<file path="src/rtl/alu_mc_pkg.sv">
// Shared opcode constants, FSM state encoding and opcode decode for alu_mc.
// ALU_MC_MUL_EN adds the iterative-multiply state to the enumeration.
package alu_mc_pkg;

    localparam logic [3:0] OP_AND = 4'b0000;
    localparam logic [3:0] OP_OR  = 4'b0001;
    localparam logic [3:0] OP_ADD = 4'b0010;
    localparam logic [3:0] OP_SUB = 4'b0110;
    localparam logic [3:0] OP_SLT = 4'b0111;
    localparam logic [3:0] OP_NOR = 4'b1100;
    localparam logic [3:0] OP_MUL = 4'b1000;

    typedef enum logic [1:0] {
        ST_IDLE = 2'd0,
        ST_EXEC = 2'd1,
`ifdef ALU_MC_MUL_EN
        ST_MUL  = 2'd2,
`endif
        ST_DONE = 2'd3
    } state_e;

    typedef enum logic [1:0] {
        SL_AND  = 2'd0,
        SL_OR   = 2'd1,
        SL_ADD  = 2'd2,
        SL_LESS = 2'd3
    } slice_op_e;

    typedef struct packed {
        logic      valid;
        logic      arith;
        logic      a_inv;
        logic      b_inv;
        slice_op_e op;
    } op_ctrl_t;

    // NOR is ~a & ~b; SUB/SLT reuse the adder with b inverted and carry-in 1.
    function automatic op_ctrl_t decode_op(input logic [3:0] ctrl);
        op_ctrl_t c;
        c.valid = 1'b1;
        c.arith = 1'b0;
        c.a_inv = 1'b0;
        c.b_inv = 1'b0;
        c.op    = SL_AND;
        case (ctrl)
            OP_AND: c.op = SL_AND;
            OP_OR:  c.op = SL_OR;
            OP_ADD: begin c.arith = 1'b1; c.op = SL_ADD; end
            OP_SUB: begin c.arith = 1'b1; c.b_inv = 1'b1; c.op = SL_ADD; end
            OP_SLT: begin c.arith = 1'b1; c.b_inv = 1'b1; c.op = SL_LESS; end
            OP_NOR: begin c.a_inv = 1'b1; c.b_inv = 1'b1; c.op = SL_AND; end
            default: c.valid = 1'b0;
        endcase
        return c;
    endfunction

endpackage

</file>
<file path="src/rtl/alu_bit_slice.sv">
// One bit of the ALU: optional operand inversion, AND/OR/full-add, and a
// pass-through "less" input used to assemble the SLT result.
module alu_bit_slice
    import alu_mc_pkg::*;
(
    input  logic      a_i,
    input  logic      b_i,
    input  logic      a_invert_i,
    input  logic      b_invert_i,
    input  logic      carry_i,
    input  logic      less_i,
    input  slice_op_e op_i,
    output logic      res_o,
    output logic      carry_o
);

    logic a_eff;
    logic b_eff;
    logic sum;

    assign a_eff   = a_i ^ a_invert_i;
    assign b_eff   = b_i ^ b_invert_i;
    assign sum     = a_eff ^ b_eff ^ carry_i;
    assign carry_o = (a_eff & b_eff) | (carry_i & (a_eff ^ b_eff));

    always_comb begin
        // NOTE: default first so every path assigns res_o and no latch is inferred.
        res_o = 1'b0;
        case (op_i)
            SL_AND:  res_o = a_eff & b_eff;
            SL_OR:   res_o = a_eff | b_eff;
            SL_ADD:  res_o = sum;
            SL_LESS: res_o = less_i;
            default: res_o = 1'b0;
        endcase
    end

endmodule

</file>
<file path="src/rtl/alu_mc.sv">
// Multi-cycle ALU: one-cycle logic/arith ops on a ripple slice chain, and an
// optional WIDTH-cycle shift-add multiplier compiled in by ALU_MC_MUL_EN.
module alu_mc
    import alu_mc_pkg::*;
#(
    parameter int WIDTH = 32
) (
    input  logic             clk_i,
    input  logic             rst_n,
    input  logic             start_i,
    input  logic [3:0]       ctrl_i,
    input  logic [WIDTH-1:0] src1_i,
    input  logic [WIDTH-1:0] src2_i,
    output logic [WIDTH-1:0] result_o,
    output logic             zero_o,
    output logic             cout_o,
    output logic             overflow_o,
    output logic             busy_o,
    output logic             done_o
);

    state_e             state_q, state_d;
    logic [3:0]         ctrl_q;
    logic [WIDTH-1:0]   src1_q, src2_q;
    logic [WIDTH-1:0]   result_q, res_d;
    logic               zero_q, cout_q, ovf_q;
    logic               cout_d, ovf_d;
    logic               load_ops, res_we;

    op_ctrl_t           dec;
    logic [WIDTH-1:0]   res_w;
    logic               msb_cin_w, chain_cout_w;
    logic               ovf_w, slt_w;

    assign dec = decode_op(ctrl_q);

    for (genvar i = 0; i < WIDTH; i++) begin : g_slice
        logic cin;
        logic cout;
        if (i == 0) begin : g_lsb
            assign cin = dec.b_inv;
        end else begin : g_rest
            assign cin = g_slice[i-1].cout;
        end
        alu_bit_slice u_slice (
            .a_i        (src1_q[i]),
            .b_i        (src2_q[i]),
            .a_invert_i (dec.a_inv),
            .b_invert_i (dec.b_inv),
            .carry_i    (cin),
            .less_i     ((i == 0) ? slt_w : 1'b0),
            .op_i       (dec.op),
            .res_o      (res_w[i]),
            .carry_o    (cout)
        );
    end

    assign msb_cin_w    = g_slice[WIDTH-1].cin;
    assign chain_cout_w = g_slice[WIDTH-1].cout;
    assign ovf_w        = msb_cin_w ^ chain_cout_w;
    // Signed less-than: MSB of the difference, corrected by signed overflow.
    assign slt_w = (src1_q[WIDTH-1] ^ dec.a_inv) ^ (src2_q[WIDTH-1] ^ dec.b_inv)
                 ^ msb_cin_w ^ ovf_w;

`ifdef ALU_MC_MUL_EN
    localparam int CNT_W = $clog2(WIDTH);

    logic [2*WIDTH-1:0] prod_q, prod_step;
    logic [CNT_W-1:0]   cnt_q;
    logic [WIDTH:0]     mul_sum;

    // Product register holds {partial sum, remaining multiplier bits}.
    assign mul_sum   = {1'b0, prod_q[2*WIDTH-1:WIDTH]} + (prod_q[0] ? {1'b0, src1_q} : '0);
    assign prod_step = {mul_sum, prod_q[WIDTH-1:1]};
`endif

    always_comb begin
        state_d  = state_q;
        load_ops = 1'b0;
        res_we   = 1'b0;
        res_d    = dec.valid ? res_w : '0;
        cout_d   = dec.arith & chain_cout_w;
        ovf_d    = dec.arith & ovf_w;
        case (state_q)
            ST_IDLE: begin
                if (start_i) begin
                    load_ops = 1'b1;
`ifdef ALU_MC_MUL_EN
                    state_d  = (ctrl_i == OP_MUL) ? ST_MUL : ST_EXEC;
`else
                    state_d  = ST_EXEC;
`endif
                end
            end
            ST_EXEC: begin
                res_we  = 1'b1;
                state_d = ST_DONE;
            end
`ifdef ALU_MC_MUL_EN
            ST_MUL: begin
                res_d  = prod_step[WIDTH-1:0];
                cout_d = 1'b0;
                ovf_d  = |prod_step[2*WIDTH-1:WIDTH];
                if (cnt_q == CNT_W'(WIDTH - 1)) begin
                    res_we  = 1'b1;
                    state_d = ST_DONE;
                end
            end
`endif
            ST_DONE: state_d = ST_IDLE;
            default: state_d = ST_IDLE;
        endcase
    end

    always_ff @(posedge clk_i or negedge rst_n) begin
        if (!rst_n) begin
            state_q  <= ST_IDLE;
            ctrl_q   <= '0;
            src1_q   <= '0;
            src2_q   <= '0;
            result_q <= '0;
            zero_q   <= 1'b0;
            cout_q   <= 1'b0;
            ovf_q    <= 1'b0;
        end else begin
            // NOTE: non-blocking so every register samples pre-edge values.
            state_q <= state_d;
            if (load_ops) begin
                ctrl_q <= ctrl_i;
                src1_q <= src1_i;
                src2_q <= src2_i;
            end
            if (res_we) begin
                result_q <= res_d;
                zero_q   <= (res_d == '0);
                cout_q   <= cout_d;
                ovf_q    <= ovf_d;
            end
        end
    end

`ifdef ALU_MC_MUL_EN
    always_ff @(posedge clk_i or negedge rst_n) begin
        if (!rst_n) begin
            prod_q <= '0;
            cnt_q  <= '0;
        end else if (load_ops) begin
            prod_q <= {{WIDTH{1'b0}}, src2_i};
            cnt_q  <= '0;
        end else if (state_q == ST_MUL) begin
            prod_q <= prod_step;
            cnt_q  <= cnt_q + 1'b1;
        end
    end
`endif

    assign result_o   = result_q;
    assign zero_o     = zero_q;
    assign cout_o     = cout_q;
    assign overflow_o = ovf_q;
    assign busy_o     = (state_q != ST_IDLE);
    assign done_o     = (state_q == ST_DONE);

endmodule

</file>
<file path="config.mk">
export PLATFORM = sky130hd
export DESIGN_NAME = alu_mc
export DESIGN_NICKNAME = d
export VERILOG_FILES = /design/src/rtl/alu_mc_pkg.sv /design/src/rtl/alu_bit_slice.sv /design/src/rtl/alu_mc.sv
export SDC_FILE = /design/constraint.sdc
export NUM_CORES = 1
export LEC_CHECK = 0
export ABC_AREA = 1
export ABC_CLOCK_PERIOD_IN_PS = 25300
export CORE_MARGIN = 2
export CORE_UTILIZATION = 45
export CTS_CLUSTER_DIAMETER = 60
export DETAILED_ROUTE_END_ITERATION = 8
export GPL_ROUTABILITY_DRIVEN = 0
export HOLD_SLACK_MARGIN = 0.12
export PLACE_DENSITY = 0.7
export SYNTH_ARGS = -nofsm -noshare
export SYNTH_HDL_FRONTEND = slang
export SYNTH_SLANG_ARGS = --single-unit
</file>
<file path="constraint.sdc">
create_clock -name clk_i -period 25.3 [get_ports clk_i]
set_input_delay 7.59 -clock clk_i [delete_from_list [all_inputs] [get_ports clk_i]]
set_output_delay 7.59 -clock clk_i [all_outputs]
set_load 0.03 [all_outputs]
</file>
# == Word-level counts from Yosys, hierarchy flattened ==
# Index checks and enable logic that the tools add are counted.
# W data, S select, Z words.
# word_totals
reg_bits,105
input_bits,71
out_inout_bits,37
elab_cells,331
# op_classes
n_eq_ne,11
muxes,43
bitwise_logic,260
reduce_logical,9
# ops
operator,count
$xor A1 B1 Y1,130
$pmux W1 S4,32
$and A1 B1 Y1,66
$or A1 B1 Y1,64
$logic_not A32 Y1,1
$mux W32,1
$eq A4 B3 Y1 const B,2
$mux W1,7
$eq A2 B2 Y1 const B,3
$pmux W2 S3,1
$reduce_or A3 Y1,2
$reduce_or A6 Y1,1
$eq A2 B1 Y1 const B,2
$eq A4 B1 Y1 const B,1
$eq A4 B2 Y1 const B,1
$eq A4 B4 Y1 const B,1
$logic_not A2 Y1,2
$logic_not A4 Y1,1
$pmux W2 S2,1
$mux W2,1
$ne A2 B2 Y1 const B,1
$reduce_bool A2 Y1,1
$reduce_or A2 Y1,1

# == Depth between registers and ports, before layout ==
# Gate-level depths: netlist of the first run.
# logic_depth
depth_word,74
mapped_depth,49
mapped_depth_nobuf,48

# == Modules after synthesis ==
# Synthesis of the first run repeated with hierarchy kept, for this count alone.
# hier_totals
hier_cells,968
hier_area_um2,8031.5
# by_module_without_submodules
module,instances,cells_per_inst,area_each_um2,seq_area_each_um2
alu_mc,1,360,4267.8,2627.5
alu_bit_slice,32,19,117.6,0.0

# == Worst setup path before layout of the first run ==
# OpenSTA, ideal clock, no wires.
# synth_timing
path_type,register -> register
from,reg ctrl_q[0]
to,reg zero_q (netlist: zero_o)
setup_time_ns,0.117
arrival_ns,13.037
required_time_ns,25.183
setup_slack_ns,12.145
stages_incl_launch_ff,47
path_buffers,2
period_less_slack_ns,13.155
cell_sequence,dfrtp_1 -> inv_2 -> nand4_1 -> buf_2 -> nand2_2 -> buf_2 -> xor2_1 -> fa_1 -> fa_1 -> inv_1 -> fa_1 -> fa_1 -> fa_1 -> fa_1 -> fa_1 -> fa_1 -> fa_1 -> fa_1 -> [... 11 more ...] -> fa_1 -> fa_1 -> fa_1 -> fa_1 -> fa_1 -> fa_1 -> fa_1 -> inv_1 -> fa_1 -> fa_1 -> inv_1 -> fa_1 -> o221ai_1 -> nand2_1 -> nand2_1 -> nor2_1 -> nand3_1 -> nand2_1
# synth_via
elab_chain_len,74
word_cells_on_any_way,309
classes_between,8 x eq/ne; 37 x mux; 258 x bitwise; 6 x reduce/logical
# synth_lines
element,line,text
from (decl),alu_mc.sv:23,logic [3:0] ctrl_q;
from (signal assigned),alu_mc.sv:129,ctrl_q <= ctrl_i;
$eq A4 B4 Y1 or $eq A4 B3 Y1 (tied branches),alu_mc_pkg.sv:45,case (ctrl)
$reduce_or A3 Y1 (no source line),n/a,
$mux W1,alu_mc_pkg.sv:45,
$xor A1 B1 Y1,alu_bit_slice.sv:22,assign b_eff = b_i ^ b_invert_i;
$xor A1 B1 Y1,"alu_bit_slice.sv:23, alu_bit_slice.sv:24",
$and A1 B1 Y1,alu_bit_slice.sv:24,assign carry_o = (a_eff & b_eff) | (carry_i & (a_eff ^ b_eff));
$or A1 B1 Y1,alu_bit_slice.sv:24,
$and A1 B1 Y1,alu_bit_slice.sv:24,
[... 58 more ...],n/a,
$or A1 B1 Y1,alu_bit_slice.sv:24,
$and A1 B1 Y1,alu_bit_slice.sv:24,
$or A1 B1 Y1,alu_bit_slice.sv:24,
$xor A1 B1 Y1,alu_mc.sv:60,assign ovf_w = msb_cin_w ^ chain_cout_w;
$xor A1 B1 Y1,alu_mc.sv:63,^ msb_cin_w ^ ovf_w;
$pmux W1 S4,alu_bit_slice.sv:29,case (op_i)
$mux W32 (*),alu_mc.sv:81,res_d = dec.valid ? res_w : '0;
$logic_not A32 Y1 (*),alu_mc.sv:135,zero_q <= (res_d == '0);
to (signal assigned),alu_mc.sv:135,
to (decl),alu_mc.sv:26,"logic zero_q, cout_q, ovf_q;"
# Mark *: on every way between the ends. The rest lies on a longest branch, timed or not.
# A chain may end at the register's enable or synchronous reset.

# == Worst setup path in the final report of the first run ==
# layout_timing
from,reg ctrl_q[3]
to,reg zero_q (netlist: zero_o)
# Same word-level chain as after synthesis.

==> results of run 1 <==
==> power groups by stage <==
| stage | sequential, mW | clock [mW] | combinational, mW |
|---|---|---|---|
| detailed placement | 0.289 | 0 | 0.868 |
| global route | 0.293 | 0.154 | 1.01 |
| CTS | 0.285 | 0.147 | 0.872 |
| global placement | 0.287 | 0 | 0.853 |
| floorplan | 0.291 | 0 | 0.656 |
| finish | 0.284 | 0.143 | 0.868 |
==> how the worst max path moves through the flow <==
stage	from	endpoint	depth (start not counted)
6_report	ctrl_q[3]	zero_o	45
5_1_grt	ctrl_q[3]	zero_o	45
4_1_cts	ctrl_q[3]	zero_o	45
3_5_place_dp	ctrl_q[3]	zero_o	45
3_3_place_gp	ctrl_q[3]	zero_o	45
2_1_floorplan	ctrl_q[0]	zero_o	46
==> cells in the final DEF (no fill, tap or decap), types with 8 or more instances in the layout <==
master	netlist	layout
buf_4	3	8
xor2_1	60	60
clkbuf_16	0	9
nand3_1	58	58
clkdlybuf4s50_1	0	106
o21ai_0	32	32
nor2_1	21	21
ha_1	64	64
fa_1	32	32
mux2_2	65	65
dfrtp_1	105	105
nand3b_1	26	26
inv_1	122	122
nand2_1	151	150
==> per-stage QoR <==
stage	utilization, %	worst slack, ns
after global placement	52.9	10.87
after global routing	54.7	9.91
after detailed placement	52.9	10.67
after CTS	54.7	10.61
final	54.7	10.59
after floorplan	-	12.15
==> final cells by class <==
cell class,count,area [um2],share of cell area [%]
sequential,105,2630,29.3
clock inverter,4,51.3,0.571
multi-input combinational,537,4190,46.6
timing repair buffer,114,1120,12.5
inverter,124,465,5.18
clock buffer,12,256,2.86
tap,220,275,3.06
==> per-layer routing <==
| metal | vias up | global-route usage (%) |
|---|---|---|
| met4 | 0 | 6.93 |
| met2 | 105 | 28.1 |
| met1 | 2409 | 25.9 |
| met3 | 19 | 2.84 |
| li1 | 2657 | - |
| met5 | - | 0 |
==> logic make-up after synthesis <==
kind of cell / after synthesis / share of synthesized area, %
AND/OR/NAND/NOR: 270 / 16.4
buffers and inverters: 163 / 8.81
flip-flops: 105 / 35.2
adder cells (fa/ha/maj): 96 / 19.3
multiplexers: 65 / 9.80
XOR/XNOR: 63 / 7.39
AO/OA/AOI/OAI: 43 / 3.10
==> registers in the layout, indices dropped and copies added, names as in the netlist <==
signal,flops
ctrl_q,4
cout_o,1
result_o,32
overflow_o,1
src2_q,32
state_q,2
zero_o,1
src1_q,32
==> metrics.md, run 1 <==
| Metric | Value |
|---|---|
| CTS root buf | `clkbuf_16` |
| Met3 wire length | `around 640 um` |
| Post-Route WL | `between 15000 and 20000 um` |
| Htree depth | `3` |
| Syn avg cell area | `9.28 um2` |
| Initial antenna violation count | `0` |
| Hold endpoint | `state_q[0]` |
| Clock power frac | `a little over a tenth` |
| Final Max Tran Viols | `0` |
| Die area | `between 15000 and 20000 um2` |
| Total negative slack | `0 ns` |
| Mapped Area | `roughly 7500 um2` |
| Final setup violating endpoints | `0` |
| Setup Buffers After CTS | `0` |
| Post-synth EDFFs | `0` |
| Starting Density | `approximately 46%` |
| Maximum clock frequency | `between 60 and 70 MHz` |
| Fraction of layout cells with a size suffix above 1 | `between 10% and 20%` |
| Synth cell types | `33` |
| Die extent in y | `between 100 and 150 um` |
| Highest routed layer | `met4` |
| Worst Hold Class | `reg -> reg` |
| Grt ovf | `0` |
| Port buffer count | `about 110` |
| Commonest cells post-synth | `151 x nand2_1, 122 x inv_1, 105 x dfrtp_1` |
| DP Cell Count | `1100` |
| Worst-path clk slew | `~0.070 ns` |
| Routed via count | `a little over 5000` |
| Area growth syn-to-layout | `20.3%` |
| CTS tree | `yes` |
| Vias/cell | `4.65` |
| Sequential fraction of the synthesis area | `35.2%` |
| Switching Share | `a little under 50%` |
| Core ar. | `about 16000 um2` |
| Fin area | `approximately 9000 um2` |
| Leak | `4.46 nW` |
| CP Class | `reg -> reg` |
| Part of the power in combinational logic | `around 67%` |
| Seq pwr share | `about 22%` |
| Max Clock Skew | `between 0.006 and 0.007 ns` |
| Critical Path Start Type | `register` |
| Die W | `roughly 130 um` |
| TritonCTS buffer count | `9` |
| Post-CTS Resized | `0` |
| Skew-Pair Late Insertion Delay | `0.36 ns` |
| Clock Sinks | `105` |
| Largest cells by area after synthesis | `dfrtp_1 35%, ha_1 11%, mux2_2 9.8%, fa_1 8.6%, nand2_1 7.6%` |
| Initial drt markers | `278` |
| First-pass GRT wire length | `~25000 um` |
| WL/cell | `between 10 and 15 um` |
| RR Startpoint | `ctrl_q[3]` |
| Unrepaired setup endpoints after global routing | `false` |
| Worst path required time | `between 20 and 30 ns` |
| Critical path capture point type | `register` |
| Crit-path slowest cell | `nor2_2` |
| Post-DP HPWL | `11400 um` |
| CTS max path bufs | `2` |
| Final Cycle Share | `58.1%` |
| Post-CTS Hold Buffers | `0` |
| Slowest stage delay, CP | `~0.70 ns` |
| Most common cell in the netlist | `nand2_1` |
| Buf+Inv Stages, Crit Path | `4` |
| Hold Vio Cnt, Final | `0` |
| Synth Warn # | `0` |
| Post-route ant nets | `0` |
| CP max FO | `34` |
| Placed Area | `around 8700 um2` |
| Vias in the first global route | `slightly above 5000` |
| HP Start | `state_q[1]` |
| Switching Power | `approximately 0.62 mW` |
| Hold WS | `a little under 0.5 ns` |
| Antenna diode count | `0` |
| DR WL met2 | `6790 um` |
| FP Rows | `47` |
| Async SR Flop Fraction | `100%` |
| Slew @ Worst Pin | `roughly 0.95 ns` |
| Final-stage net count | `1058` |
| DRC | `0` |
| IO Count | `between 100 and 150` |
| Max-slew headroom | `around 37%` |
| Crit path DAT | `~15 ns` |
| Status | `finished, final reports clean` |
| Power Dens Cells | `144 nW/um2` |
| Minimum clock period | `about 15 ns` |
| Non-Filler Instances | `between 1000 and 1500` |
| Hold path depth | `1` |
| VDD IR-drop max | `between 0.06 and 0.07 mV` |
| GRT Util Overall | `about 18%` |
| Worst R2R End | `zero_o` |
| Max Cap Violations | `0` |
| Cells after synthesis | `~810` |
| FF-to-FF path depth | `45` |
| Largest net degree at the start of global routing | `around 70` |
| Setup slack, reg-to-reg | `roughly 11 ns` |
| CP delay by family, top | `adder cells` |
| Seq cells post-synth | `105` |
| Fill cells | `approximately 1500` |
| Crit-path most repeated cell | `fa_1` |
| Share of the synthesized area in the top cell type | `35.2%` |
| Ys flop type | `dfrtp_1` |
| Tot Pwr | `between 1 and 1.5 mW` |
| Area leader, netlist | `dfrtp_1` |
| Cell internal pwr | `around 0.67 mW` |
| DRT Pass-1 Iters | `5` |
| WL met1 | `approximately 7400 um` |
| Syn Nets | `972` |
(Power assumes the default switching activity.)
==> run 2: changes to the inputs <==
Settings changed: ABC_CLOCK_PERIOD_IN_PS 25300 to 14100.
Clock period 25.3 ns to 14.1 ns, I/O delays scaled along.
==> run 2 against run 1 <==
Net effect: maximum frequency up 9.0%; cell area up 1.2%; setup slack worse by 10 ns; total power up 83%; final cell count up 0.72%; core utilization up 0.63 points; sequential power up 82%; critical path depth unchanged; via count up 1.9%; die area unchanged; sequential share of layout area down 0.33 points; combinational power up 82%.
==> metrics.md, run 2 (synthesis results as in run 1) <==
| Metric | Value |
|---|---|
| WL met1 | `7280 um (-1.2%)` |
| Hold Vio Cnt, Final | `0 (unchanged)` |
| Non-Filler Instances | `1124 (+0.72%)` |
| Final setup violating endpoints | `0 (unchanged)` |
| Worst-path clk slew | `0.07 ns (about the same)` |
| Port buffer count | `107 (unchanged)` |
| CTS max path bufs | `2 (unchanged)` |
| Post-route ant nets | `0 (unchanged)` |
| Most frequent cells in the layout | `150 x nand2_1, 122 x inv_1, 106 x clkdlybuf4s50_1` |
| Post-Route WL | `15700 um (+3.7%)` |
| Minimum clock period | `13.49 ns (-1.21 ns)` |
| Slew @ Worst Pin | `0.876 ns (-0.0711 ns)` |
| Switching Share | `48.1% (+0.059 points)` |
| Largest net degree at the start of global routing | `72 (unchanged)` |
| Max Clock Skew | `0.00845 ns (+0.00154 ns)` |
| First-pass GRT wire length | `26400 um (+3.6%)` |
| WL/cell | `13.9 um (+2.9%)` |
| CP max FO | `5 (-85%)` |
| Clock Sinks | `105 (unchanged)` |
| DP Cell Count | `1106 (+0.55%)` |
| Footprint of the multi-input gates | `4220 um2 (+0.78%)` |
| Vias/cell | `4.71 (+1.2%)` |
| Vias in the first global route | `5347 (+4.8%)` |
| FP Rows | `47 (unchanged)` |
| Power Dens Cells | `260 nW/um2 (+80%)` |
| Max-slew headroom | `41.3% (+4.5 points)` |
| Buf+Inv Stages, Crit Path | `6 (+2)` |
| Crit path DAT | `13.75 ns (-1.25 ns)` |
| Worst path required time | `14.35 ns (-11.24 ns)` |
| Part of the power in combinational logic | `66.8% (-0.2 points)` |
| DRT Pass-1 Iters | `4 (-1)` |
| Maximum clock frequency | `74.1 MHz (+9.0%)` |
| Skew-Pair Late Insertion Delay | `0.36 ns (about the same)` |
| Critical path capture point type | `register` |
| Most common cell after layout, fill and taps aside | `nand2_1` |
| Antenna diode count | `0 (unchanged)` |
| Max Cap Violations | `0 (unchanged)` |
| CTS root buf | `clkbuf_16` |
| VDD IR-drop max | `0.101 mV (+52%)` |
| Unrepaired setup endpoints after global routing | `false` |
| Die W | `133 um (unchanged)` |
| Htree depth | `3 (unchanged)` |
| Die area | `17600 um2 (unchanged)` |
| Final-stage net count | `1066 (+0.76%)` |
| TritonCTS buffer count | `9 (unchanged)` |
| Area growth syn-to-layout | `21.7%` |
| Initial drt markers | `376 (+35%)` |
| Final Max Tran Viols | `0 (unchanged)` |
| Die extent in y | `133 um (unchanged)` |
| Highest routed layer | `met4` |
| Crit-path slowest cell | `fa_1` |
| Post-CTS Hold Buffers | `0 (unchanged)` |
| Leak | `4.51 nW (+1.2%)` |
| CTS tree | `yes` |
| Initial antenna violation count | `0 (unchanged)` |
| CP Class | `reg -> reg` |
| Clock power frac | `11.3% (+0.3 points)` |
| Final Cycle Share | `95.7% (+38 points)` |
| Post-DP HPWL | `11800 um (+4.2%)` |
| Routed via count | `5291 (+1.9%)` |
| Met3 wire length | `864 um (+35%)` |
| Grt ovf | `0 (unchanged)` |
| CP delay by family, top | `adder cells` |
| Worst Hold Class | `reg -> reg` |
| Slowest stage delay, CP | `0.42 ns (-0.28 ns)` |
| Total negative slack | `0 ns (unchanged)` |
| Fill cells | `1447 (-2.2%)` |
| Critical Path Start Type | `register` |
| DRC | `0 (unchanged)` |
| Sequential Area | `2630 um2 (unchanged)` |
| Starting Density | `45.5% (unchanged)` |
| Core ar. | `16400 um2 (unchanged)` |
| Seq pwr share | `21.9% (about the same)` |
| Status | `finished, final reports clean` |
| DR WL met2 | `7190 um (+5.9%)` |
| Crit-path most repeated cell | `fa_1` |
| Cell internal pwr | `1.23 mW (+82%)` |
| GRT Util Overall | `18.9% (+0.70 points)` |
| Fraction of layout cells with a size suffix above 1 | `12.8% (+1.4 points)` |
| IO Count | `108 (unchanged)` |
| Switching Power | `1.14 mW (+83%)` |
==> run 2: changes by cell type in the layout (fill, tap and decap cells not counted), moves of 2 or more <==
cell and delta:
xnor2_2 +2, buf_4 +8, fa_2 +2, clkbuf_8 -2
xnor2_1 -2, fa_1 -2
==> run 2: path summary, 6_finish.rpt <==
| path | start | to | slack, ns | depth (start not counted) |
|---|---|---|---|---|
| max | ctrl_q[1] | zero_o | 0.61 | 45 |
| min reg2reg | result_o[6] | result_o[6] | 0.48 | 2 |
| min in group asynchronous | rst_n | state_q[0] | 3.88 | 1 |
| max in group asynchronous | rst_n | src1_q[10] | 9.09 | 2 |
| min | result_o[6] | result_o[6] | 0.48 | 2 |
| max reg2reg | ctrl_q[1] | zero_o | 0.61 | 45 |
==> run 2: worst reg2reg max path, delay by kind of cell (launching register included) <==
kind / cells / cell delay [ns]
compound gates: 1 / 0.20
xor+xnor: 1 / 0.22
fa+ha+maj: 31 / 11.50
buf+inv: 6 / 0.62
flops: 1 / 0.39
simple gates: 6 / 0.45
==> run 2: cell type report <==
class / instances / area share (%)
Clock buffer: 9 / 2.48
Inverter: 124 / 5.12
Clock inverter: 7 / 1.03
Sequential cell: 105 / 28.9
Tap cell: 220 / 3.03
Multi-Input combinational cell: 537 / 46.4
Timing Repair Buffer: 122 / 13.0
==> run 2: through the flow <==
step | area (um2) | setup slack [ns] | hold WS (ns) | power [mW] | util, %
after floorplan | 7470 | 0.945 | 0.446 | 1.70 | -
after global placement | 8720 | 0.483 | 0.467 | 2.06 | 53.1
after detailed placement | 8720 | 0.352 | 0.474 | 2.10 | 53.1
after CTS | 9040 | 0.307 | 0.491 | 2.37 | 55.1
after global routing | 9090 | 0.0308 | 0.507 | 2.67 | 55.4
final | 9090 | 0.608 | 0.481 | 2.37 | 55.4
==> run 2: timing repair <==
| action | in CTS | in global routing |
|---|---|---|
| gates resized for setup | 0 | 7 |
| hold endpoints to repair | 0 | 0 |
| endpoints found under the setup margin | 0 | 3 |
| buffers inserted | 0 | 2 |
==> run 2: power by group through the flow <==
stage	registers, mW	logic, mW	clock network (mW)
finish	0.517	1.58	0.268
floorplan	0.523	1.18	0
CTS	0.517	1.58	0.274
detailed placement	0.522	1.58	0
global route	0.531	1.85	0.285
global placement	0.519	1.54	0
==> run 2: routing by layer <==
layer | GRT usage [%] | vias up
li1 | - | 2671
met1 | 25.7 | 2467
met2 | 29.7 | 135
met3 | 3.60 | 18
met4 | 8.00 | 0
met5 | 0 | -
==> run 3: changes to the inputs <==
Settings changed: CORE_MARGIN 2 to 5, TNS_END_PERCENT set to 20.
==> run 3 against run 2 <==
Net effect: register-to-register slack got worse by 0.15 ns; core utilization decreased by 0.15 points; die area increased by 9.2%; critical path type unchanged; critical endpoint unchanged; largest cell class unchanged; largest power group unchanged.
==> metrics.md, run 3 (synthesis results as in run 1) <==
| Metric | Value |
|---|---|
| Final Max Tran Viols | `0 (unchanged)` |
| CP Class | `reg -> reg` |
| Crit-path most repeated cell | `fa_1` |
| Status | `finished, final reports clean` |
| WL/cell | `14.0 um (+0.26%)` |
| Buf+Inv Stages, Crit Path | `6 (unchanged)` |
| Final setup violating endpoints | `0 (unchanged)` |
| CTS root buf | `clkbuf_16` |
| Sequential Area | `2630 um2 (unchanged)` |
| Fill cells | `1483 (+2.5%)` |
| Slew @ Worst Pin | `0.957 ns (+0.0815 ns)` |
| Vias/cell | `4.62 (-1.8%)` |
| DRT Pass-1 Iters | `4 (unchanged)` |
| DP Cell Count | `1105 (-0.090%)` |
| Port buffer count | `107 (unchanged)` |
| VDD IR-drop max | `0.0925 mV (-8.8%)` |
| Max Clock Skew | `0.00835 ns (-0.0000935 ns)` |
| First-pass GRT wire length | `26800 um (+1.8%)` |
| RR Startpoint | `ctrl_q[1]` |
| Hold path depth | `2 (unchanged)` |
| Tot Pwr | `2.35 mW (-0.46%)` |
| CP delay by family, top | `adder cells` |
| Clock Sinks | `105 (unchanged)` |
| Worst Hold Class | `reg -> reg` |
| Largest net degree at the start of global routing | `72 (unchanged)` |
| Final core occ | `55.2% (-0.15 points)` |
| Core ar. | `16400 um2 (unchanged)` |
| FF-to-FF path depth | `46 (+2.2%)` |
| Routed via count | `5190 (-1.9%)` |
| IO Count | `108 (unchanged)` |
| Minimum clock period | `13.64 ns (+0.147 ns)` |
| Die area | `19300 um2 (+9.2%)` |
| Crit path DAT | `13.88 ns (+0.13 ns)` |
| Most frequent cells in the layout | `150 x nand2_1, 122 x inv_1, 106 x clkdlybuf4s50_1` |
| Post-CTS Hold Buffers | `0 (unchanged)` |
| Footprint of the multi-input gates | `4210 um2 (-0.24%)` |
| Vias in the first global route | `5352 (+0.094%)` |
| GRT Util Overall | `17.0% (-1.9 points)` |
| Area growth syn-to-layout | `21.3%` |
| Final Cycle Share | `96.7% (+1.0 points)` |
| Critical path capture point type | `register` |
| Htree depth | `3 (unchanged)` |
| FP Rows | `47 (unchanged)` |
| CTS max path bufs | `2 (unchanged)` |
| Worst R2R End | `zero_o` |
| Hold Vio Cnt, Final | `0 (unchanged)` |
| Max Cap Violations | `0 (unchanged)` |
| Starting Density | `45.5% (unchanged)` |
| Die extent in y | `139 um (+4.5%)` |
| Post-DP HPWL | `12000 um (+1.3%)` |
| HP Start | `result_o[3]` |
| Initial antenna violation count | `0 (unchanged)` |
| Worst-path clk slew | `0.07 ns (about the same)` |
| Initial drt markers | `312 (-17%)` |
| Max-slew headroom | `36.1% (-5.2 points)` |
| Critical Path Start Type | `register` |
| Fraction of layout cells with a size suffix above 1 | `12.4% (-0.43 points)` |
| Die W | `139 um (+4.5%)` |
| Grt ovf | `0 (unchanged)` |
| Fin area | `9060 um2 (-0.28%)` |
| Leak | `4.50 nW (-0.24%)` |
| Most common cell after layout, fill and taps aside | `nand2_1` |
| Hold endpoint | `result_o[3]` |
| Post-route ant nets | `0 (unchanged)` |
| TritonCTS buffer count | `9 (unchanged)` |
| Setup slack, reg-to-reg | `0.46 ns (-0.15 ns)` |
| Maximum clock frequency | `73.3 MHz (-1.1%)` |
| Crit-path slowest cell | `fa_1` |
| CTS tree | `yes` |
| Skew-Pair Late Insertion Delay | `0.35 ns (about the same)` |
| CP max FO | `5 (unchanged)` |
| Worst path required time | `14.34 ns (about the same)` |
| Slowest stage delay, CP | `0.44 ns (+0.02 ns)` |
| Placed Area | `8710 um2 (about the same)` |
| Non-Filler Instances | `1123 (-0.089%)` |
| Post-Route WL | `15700 um (+0.17%)` |
| Power Dens Cells | `260 nW/um2 (-0.18%)` |
| Final-stage net count | `1065 (-0.094%)` |
| DRC | `0 (unchanged)` |
| Antenna diode count | `0 (unchanged)` |
[run 3: cell types whose count changed in the layout (fill, tap and decap cells not counted), sizes merged]
cell,before,now
buf,16,15
clkbuf,9,10
clkinv,2,3
clkinvlp,2,1
inv,125,124
[run 3: per-stage QoR]
step	setup TNS [ns]	worst slack [ns]	hold slack, ns
after floorplan	0	0.945	0.446
after global placement	0	0.406	0.466
after detailed placement	0	0.218	0.472
after CTS	0	0.193	0.490
after global routing	-0.00283	-0.00283	0.512
final	0	0.460	0.483
[run 3: report_power, final]
part | total, mW | internal (mW) | switching, mW
Sequential | 0.514 | 0.424 | 0.0896
Combinational | 1.58 | 0.646 | 0.932
Clock | 0.262 | 0.155 | 0.108
Total | 2.35 | 1.23 | 1.13
[run 3: what timing repair did]
action | CTS | global route
setup buffers | 0 | 2
gates resized for setup | 0 | 5
setup endpoints to repair | 0 | 5
[run 3: how the worst max path moves through the flow]
stage | from | end | slack (ns) | depth (start not counted)
5_1_grt | ctrl_q[1] | zero_o | -0.003 | 46
2_1_floorplan | ctrl_q[0] | zero_o | 0.95 | 46
3_5_place_dp | ctrl_q[1] | zero_o | 0.22 | 44
3_3_place_gp | ctrl_q[1] | zero_o | 0.41 | 44
4_1_cts | ctrl_q[1] | zero_o | 0.19 | 44
6_report | ctrl_q[1] | zero_o | 0.46 | 46
[run 3: worst min-delay path, delay by kind of cell, from the launching register on]
family           cells  cell delay [ns]
flip-flops           1             0.35
AND/OR/NAND/NOR      2             0.10
[run 3: final cells by class]
class | count | area share [%]
clock inverters | 6 | 0.911
repair buffers | 121 | 13.0
flip-flops and latches | 105 | 29.0
multi-input cells | 537 | 46.4
inverters | 124 | 5.14
clock buffers | 10 | 2.53
well taps | 220 | 3.04
[run 3: metal layers]
layer  track usage (%)  up-vias  wire, um
li1                  -     2669         -
met1              24.0     2414      7420
met2              27.2       94      7330
met3              3.14       13       745
met4              3.96        0       189
met5                 0        -         0
